<file path="src/rtl/ovf_acc_pkg.sv">
// Shared types and limits for the overflow-tracking frame accumulator.
// Saturation limits are consumed only when OVF_ACC_SAT_EN is defined.
package ovf_acc_pkg;

    typedef enum logic {
        ACC  = 1'b0,
        DONE = 1'b1
    } state_e;

    localparam int LIM_W = 64;

    // Largest positive WIDTH-bit two's-complement value, zero-extended.
    function automatic logic [LIM_W-1:0] smax(input int w);
        return (LIM_W'(1) << (w - 1)) - LIM_W'(1);
    endfunction

    // Most negative WIDTH-bit value as a raw bit pattern (1 then zeros).
    function automatic logic [LIM_W-1:0] smin(input int w);
        return LIM_W'(1) << (w - 1);
    endfunction

endpackage

</file>
<file path="src/rtl/ovf_add.sv">
// Combinational WIDTH-bit adder with carry-out and signed overflow.
// Overflow: operands share a sign and the sum's sign differs.
module ovf_add #(
    parameter int WIDTH = 4
) (
    input  logic [WIDTH-1:0] a,
    input  logic [WIDTH-1:0] b,
    input  logic             cin,
    output logic [WIDTH-1:0] sum,
    output logic             cout,
    output logic             of
);

    logic [WIDTH:0] full;

    assign full = {1'b0, a} + {1'b0, b} + {{WIDTH{1'b0}}, cin};
    assign sum  = full[WIDTH-1:0];
    assign cout = full[WIDTH];
    assign of   = (a[WIDTH-1] == b[WIDTH-1]) &&
                  (sum[WIDTH-1] != a[WIDTH-1]);

endmodule

</file>
<file path="src/rtl/ovf_accumulator.sv">
// Frame accumulator: sums COUNT signed operands with sticky overflow.
// Define OVF_ACC_SAT_EN to saturate on overflow instead of wrapping.
module ovf_accumulator
    import ovf_acc_pkg::*;
#(
    parameter int WIDTH = 4,
    parameter int COUNT = 4
) (
    input  logic             clk,
    input  logic             rst,
    input  logic             in_valid,
    output logic             in_ready,
    input  logic [WIDTH-1:0] in_data,
    output logic             out_valid,
    input  logic             out_ready,
    output logic [WIDTH-1:0] out_sum,
    output logic             out_of
);

    localparam int CNT_W = $clog2(COUNT + 1);
    localparam logic [CNT_W-1:0] LAST = CNT_W'(COUNT - 1);

    state_e state_q;
    state_e state_d;

    logic [WIDTH-1:0] acc;
    logic [CNT_W-1:0] cnt;
    logic             sticky;

    logic [WIDTH-1:0] sum;
    logic             ov;
    logic             add_cout_unused;
    logic [WIDTH-1:0] acc_nxt;
    logic             fire;
    logic             last;
    logic             out_hs;

    ovf_add #(
        .WIDTH(WIDTH)
    ) u_add (
        .a    (acc),
        .b    (in_data),
        .cin  (1'b0),
        .sum  (sum),
        .cout (add_cout_unused),
        .of   (ov)
    );

`ifdef OVF_ACC_SAT_EN
    localparam logic [LIM_W-1:0] MAX_L = smax(WIDTH);
    localparam logic [LIM_W-1:0] MIN_L = smin(WIDTH);
    localparam logic [WIDTH-1:0] SAT_MAX = MAX_L[WIDTH-1:0];
    localparam logic [WIDTH-1:0] SAT_MIN = MIN_L[WIDTH-1:0];

    // On overflow both operands share acc's sign, so it picks the limit.
    always_comb begin
        acc_nxt = sum;
        if (ov) begin
            acc_nxt = acc[WIDTH-1] ? SAT_MIN : SAT_MAX;
        end
    end
`else
    assign acc_nxt = sum;
`endif

    assign in_ready = (state_q == ACC);
    assign fire     = in_valid && in_ready;
    assign last     = fire && (cnt == LAST);
    assign out_hs   = out_valid && out_ready;

    always_ff @(posedge clk) begin
        if (rst) begin
            state_q <= ACC;
        end else begin
            state_q <= state_d;
        end
    end

    always_comb begin
        state_d = state_q;
        unique case (state_q)
            ACC: begin
                if (last) begin
                    state_d = DONE;
                end
            end
            DONE: begin
                if (out_hs) begin
                    state_d = ACC;
                end
            end
            default: state_d = ACC;
        endcase
    end

    always_ff @(posedge clk) begin
        if (rst) begin
            acc       <= '0;
            cnt       <= '0;
            sticky    <= 1'b0;
            out_valid <= 1'b0;
            out_sum   <= '0;
            out_of    <= 1'b0;
        end else begin
            if (fire) begin
                acc    <= acc_nxt;
                sticky <= sticky | ov;
                cnt    <= cnt + CNT_W'(1);
            end
            if (last) begin
                out_sum   <= acc_nxt;
                out_of    <= sticky | ov;
                out_valid <= 1'b1;
            end
            // Result stays visible after the handshake; only state clears.
            if (out_hs) begin
                acc       <= '0;
                cnt       <= '0;
                sticky    <= 1'b0;
                out_valid <= 1'b0;
            end
        end
    end

endmodule

</file>
<file path="config.mk">
export PLATFORM = sky130hd
export DESIGN_NAME = ovf_accumulator
export DESIGN_NICKNAME = d
export VERILOG_FILES = /design/src/rtl/ovf_acc_pkg.sv /design/src/rtl/ovf_add.sv /design/src/rtl/ovf_accumulator.sv
export SDC_FILE = /design/constraint.sdc
export NUM_CORES = 1
export LEC_CHECK = 0
export BUFFER_PORTS_ARGS = -buffer_cell sky130_fd_sc_hd__buf_2
export CAP_MARGIN = 20
export CELL_PAD_IN_SITES_DETAIL_PLACEMENT = 0
export CELL_PAD_IN_SITES_GLOBAL_PLACEMENT = 1
export CORE_UTILIZATION = 25
export DETAILED_ROUTE_END_ITERATION = 12
export PLACE_DENSITY_LB_ADDON = 0.1
export SLEW_MARGIN = 20
export SYNTH_ARGS = -nofsm -noshare
export SYNTH_HDL_FRONTEND = slang
export SYNTH_SLANG_ARGS = --single-unit
</file>
<file path="constraint.sdc">
create_clock -name clk -period 2 [get_ports clk]
set_input_delay 0 -clock clk [delete_from_list [all_inputs] [get_ports clk]]
set_output_delay 0 -clock clk [all_outputs]
set_load 0.05 [all_outputs]
</file>
# Word-level counts from Yosys, hierarchy flattened
# Index checks and enable logic that the tools add are counted.
# W data, S select, Z words.
[word_totals] register_bits=15 input_bits=8 output_inout_bits=7
[classes] n_addsub=2 n_eq_ne=3 n_mux=3 bitwise=2 reduce_logical=5
[ops] cell="$add A4 B4 Y4" count=1
[ops] cell="$logic_and A1 B1 Y1" count=4
[ops] cell="$add A3 B1 Y3 const B" count=1
[ops] cell="$eq A3 B2 Y1 const B" count=1
[ops] cell="$mux W1" count=2
[ops] cell="$pmux W1 S2" count=1
[ops] cell="$reduce_or A2 Y1" count=1
[ops] cell="$eq A1 B1 Y1" count=1
[ops] cell="$ne A1 B1 Y1" count=1
[ops] cell="$not A1 Y1" count=1
[ops] cell="$or A1 B1 Y1" count=1

# Depth between registers and ports, before layout
[logic_depth] depth_word=5 mapped_depth=6 ltp_nobuf=6

# By module
# From an unflattened synthesis, not the netlist that was laid out.
[hier_totals] hier_cells=82 hier_area_um2=767.0
[modules_own_cells] mod="ovf_accumulator" instances=1 cells_per_inst=63 area_per_inst_um2=590.6 seq_area_each_um2=300.3
[modules_own_cells] mod="ovf_add" instances=1 cells_per_inst=19 area_per_inst_um2=176.4 seq_area_each_um2=0.0

# Least setup slack after synthesis
# OpenSTA, ideal clock, no wires.
[synth_path] kind="reg2reg" start="register acc[2]" end="register out_sum[3]" setup_ns=0.079 arrival_time_ns=1.354 required_ns=1.921 setup_slack_ns=0.567 stages_incl_launch_ff=6 synth_period_minus_slack_ns=1.433 path_cell_list="dfxtp_1 > ha_1 > a21oi_2 > and2_4 > xor3_1 > a211oi_2"
[synth_via] elab_chain_cells=1
[synth_rtl] item="start, declared" line_no="ovf_accumulator.sv:26" source="logic [WIDTH-1:0] acc;"
[synth_rtl] item="start signal, assigned" line_no="ovf_accumulator.sv:106" source="acc <= acc_nxt;"
[synth_rtl] item="$add A4 B4 Y4" line_no="ovf_add.sv:16" source="assign full = {1'b0, a} + {1'b0, b} + {{WIDTH{1'b0}}, cin};"
[synth_rtl] item="end signal, assigned" line_no="ovf_accumulator.sv:111" source="out_sum <= acc_nxt;"
[synth_rtl] item="end, declared" line_no="ovf_accumulator.sv:16" source="output logic [WIDTH-1:0] out_sum,"
# No other way between the ends.
# A chain may end at the register's enable or synchronous reset.

# Worst setup path in the final report
# Same ends and word-level chain as after synthesis.

==> results_dict.tcl <==
set metrics [dict create \
    place_hpwl_mm 1.194 \
    core_mm2 0.002781 \
    ys_seq_area_frac 0.4034 \
    grt_pass1_vias 566 \
    p_leak_nw 0.3816 \
    post_cts_resize_count 0 \
    worst_hold_path.endpoint "sticky$_SDFFE_PP0P_" \
    worstPathMaxFanout 3 \
    largest_net_degree_at_the_start_of_global_routing 11 \
    htree_levels 1 \
    final_common_cell "dfxtp_1" \
    netlist_area_um2 744.5 \
    detail_route.iter0.violations 17 \
    timing.reg2reg.setup_slack_ps 490 \
    min-delay-start "out_ready" \
    m1WireLength_um 904 \
    area_of_the_die_mm2 0.003200 \
    syn-instance-count 82 \
    clk_latency_ps 280 \
    fillers 308 \
    num_rows 19 \
    nets 113 \
    worstReg2RegStart "acc[2]$_SDFFE_PP0P_" \
    post-layout-total-power_mw 0.6273 \
    cpPeakStageDelay_ps 330 \
    finish.cell_count_without_fillers 129 \
    port_buffers 14 \
    postRouteWirelength_mm 1.569 \
    worst_path_top_cell_family_by_delay "compound AO/OA/AOI/OAI gates" \
    top_signal_layer_used "met4" \
    timing.final.max_slew_violations 0 \
    die_width_um 56.57 \
    clock_tree_buffer_depth 2 \
    end_kind "flip-flop" \
    flow.area_growth_from_synthesis_pct 16.97 \
    finalHoldViolCount 0 \
    final_antenna_net_count 0 \
    synthTopCellsByArea "dfxtp_1 40%, ha_1 8.4%, nand2_1 6.6%" \
    ys.warnings.count 0 \
    vdd_ir_drop_max_v 0.0002995 \
    final.setup.worst_slack_ps 491.3 \
    status "completed" \
    final.min_clock_period_ps 1509 \
    tritoncts "yes" \
    rsz0062_at_grt "no" \
    drt_drc_violations_left 0 \
    postSynth.asyncResetShare 0 \
    min-delay-path-class "in -> reg" \
    finalCritPeriodShare 0.7544 \
    clk_root_buf "clkbuf_4" \
    startpoint_to_endpoint_class_of_the_critical_path "reg -> reg" \
    antennaDiodeCount 0 \
    grt_usage 0.1148 \
    arrival_ps 1720 \
    critical_path.startpoint_type "flip-flop" \
    cts.reportedPaths.clkPinSlew_ps 90 \
    timing.critical_path.buf_inv 0 \
    timing.hold.worst_path_depth 4 \
    yosysUniqueCellTypes 25 \
    worst_slew_pin_slew_ps 382.6 \
    grt_pass1_wl_mm 2.691 \
    route.detailed.vias_per_inst 4.442 \
    routed_vias 573 \
    layout.cells.most_common_list "15 x dfxtp_1, 14 x buf_2, 13 x nand2_1" \
    postCtsSetupBuffers 0 \
    detailedPlace.worstSlack_ps 483.2 \
    grt-ovfl-total 0 \
    ff2ff_path_depth 5 \
    finalSetupTns_ps 0 \
    multi_input_area_um2 399.1 \
    wl_per_cell_um 12.16 \
    syn_avg_cell_area_um2 9.079 \
    synth-seq-cells 15 \
    post-synth-top-area-fraction 0.4034 \
    io_pins 15 \
    die_h_um 56.57 \
    dpl.cell_count 124 \
    finalWeightedCongestion 0.6637 \
    crit_chain "ha_1 > a21oi_2 > and2_4 > xor3_1 > a211oi_2" \
    syn-num-nets 96 \
    detailroute.wirelength.met3_um 62 \
    dominantRegCellSynth "dfxtp_1" \
    seq_area_um2 300.3 \
    timing.critical_path.slowest_stage_cell "ha_1" \
    drv.max_cap_violation_count 0 \
    skew_ps 4.947 \
    drt_first_pass_iters 4 \
    crit-reg2reg-capture "out_sum[3]$_SDFFE_PP0P_" \
    worst_ep_required_time_ps 2210 \
    setup_violations 0 \
    grt_antenna_before_repair 0 \
    slew-limit-headroom 0.7450 \
    start_util 0.2677 \
    drive_gt1_frac 0.2347 \
    synth-edff-count 0 \
    max_clock_freq_mhz 662.8 \
    clock_sink_count 15 \
    synth_top_area_cell "dfxtp_1" \
    fin_hold_ws_ps 69.59 \
    cts_buffers 3 \
    met2_length_um 583 \
    p_per_area_mw_per_mm2 720.3 \
]
metrics by stage:
step,util,area [um2]
after floorplan,-,744.5
after global placement,0.3000,834.6
after detailed placement,0.3000,834.6
after CTS,0.3131,870.8
after global routing,0.3131,870.8
final,0.3131,870.8
how the worst max path moves through the flow:
stage	cells past startpoint	to	startpoint
after floorplan	5	out_sum[3]$_SDFFE_PP0P_	acc[2]$_SDFFE_PP0P_
after global placement	5	out_of$_SDFFE_PP0P_	acc[2]$_SDFFE_PP0P_
after detailed placement	5	out_sum[3]$_SDFFE_PP0P_	acc[2]$_SDFFE_PP0P_
after CTS	5	out_sum[3]$_SDFFE_PP0P_	acc[2]$_SDFFE_PP0P_
after global routing	6	out_sum[2]$_SDFFE_PP0P_	acc[0]$_SDFFE_PP0P_
final	5	out_sum[3]$_SDFFE_PP0P_	acc[2]$_SDFFE_PP0P_
Yosys cell counts, drive strengths merged (2+ instances only):
cell	instances
a211o	2
buf	3
ha	5
a211oi	5
a21oi	7
inv	5
nor2	10
xnor2	2
and2	3
nand2	13
dfxtp	15
nand4	2
worst reg2reg max path: stages (launching register included):
cell	delay, ps
dfxtp_1	320
ha_1	330
a21oi_2	190
and2_4	180
xor3_1	220
a211oi_2	210
cell type report:
type	count	share of cell area
Sequential cell	15	0.3448
Timing Repair Buffer	16	0.1006
Clock buffer	4	0.03017
Tap cell	31	0.04454
Multi-Input combinational cell	58	0.4583
Inverter	5	0.02155
cells by family after synthesis:
| logic type | synth area share |
|---|---|
| compound gates | 0.1614 |
| xor+xnor | 0.05546 |
| fa+ha+maj | 0.1109 |
| buf+inv | 0.06050 |
| flops | 0.4034 |
| mux | 0.01345 |
| simple gates | 0.1950 |
registers in the layout, indices dropped and copies added, names as in the netlist:
register   count
out_valid      1
acc            4
cnt            3
sticky         1
state_q        1
out_sum        4
out_of         1
routing by layer:
metal,global-route usage,vias up
met1,0.1655,254
met5,0,-
li1,-,306
met2,0.1445,11
met4,0.07317,0
met3,0.03456,2
what timing repair did:
item / 4_1_cts / 5_1_grt
hold buffers: 1 / 0
endpoints found under the hold margin: 5 / 0
setup endpoints to repair: 0 / 0
power breakdown:
| part | leakage (nW) | switching (mW) | internal, mW |
|---|---|---|---|
| logic | 0.244 | 0.0663 | 0.0563 |
| registers | 0.122 | 0.0115 | 0.316 |
| clock network | 0.0150 | 0.0996 | 0.0773 |
Note: power is estimated with default switching activity, not from simulation.
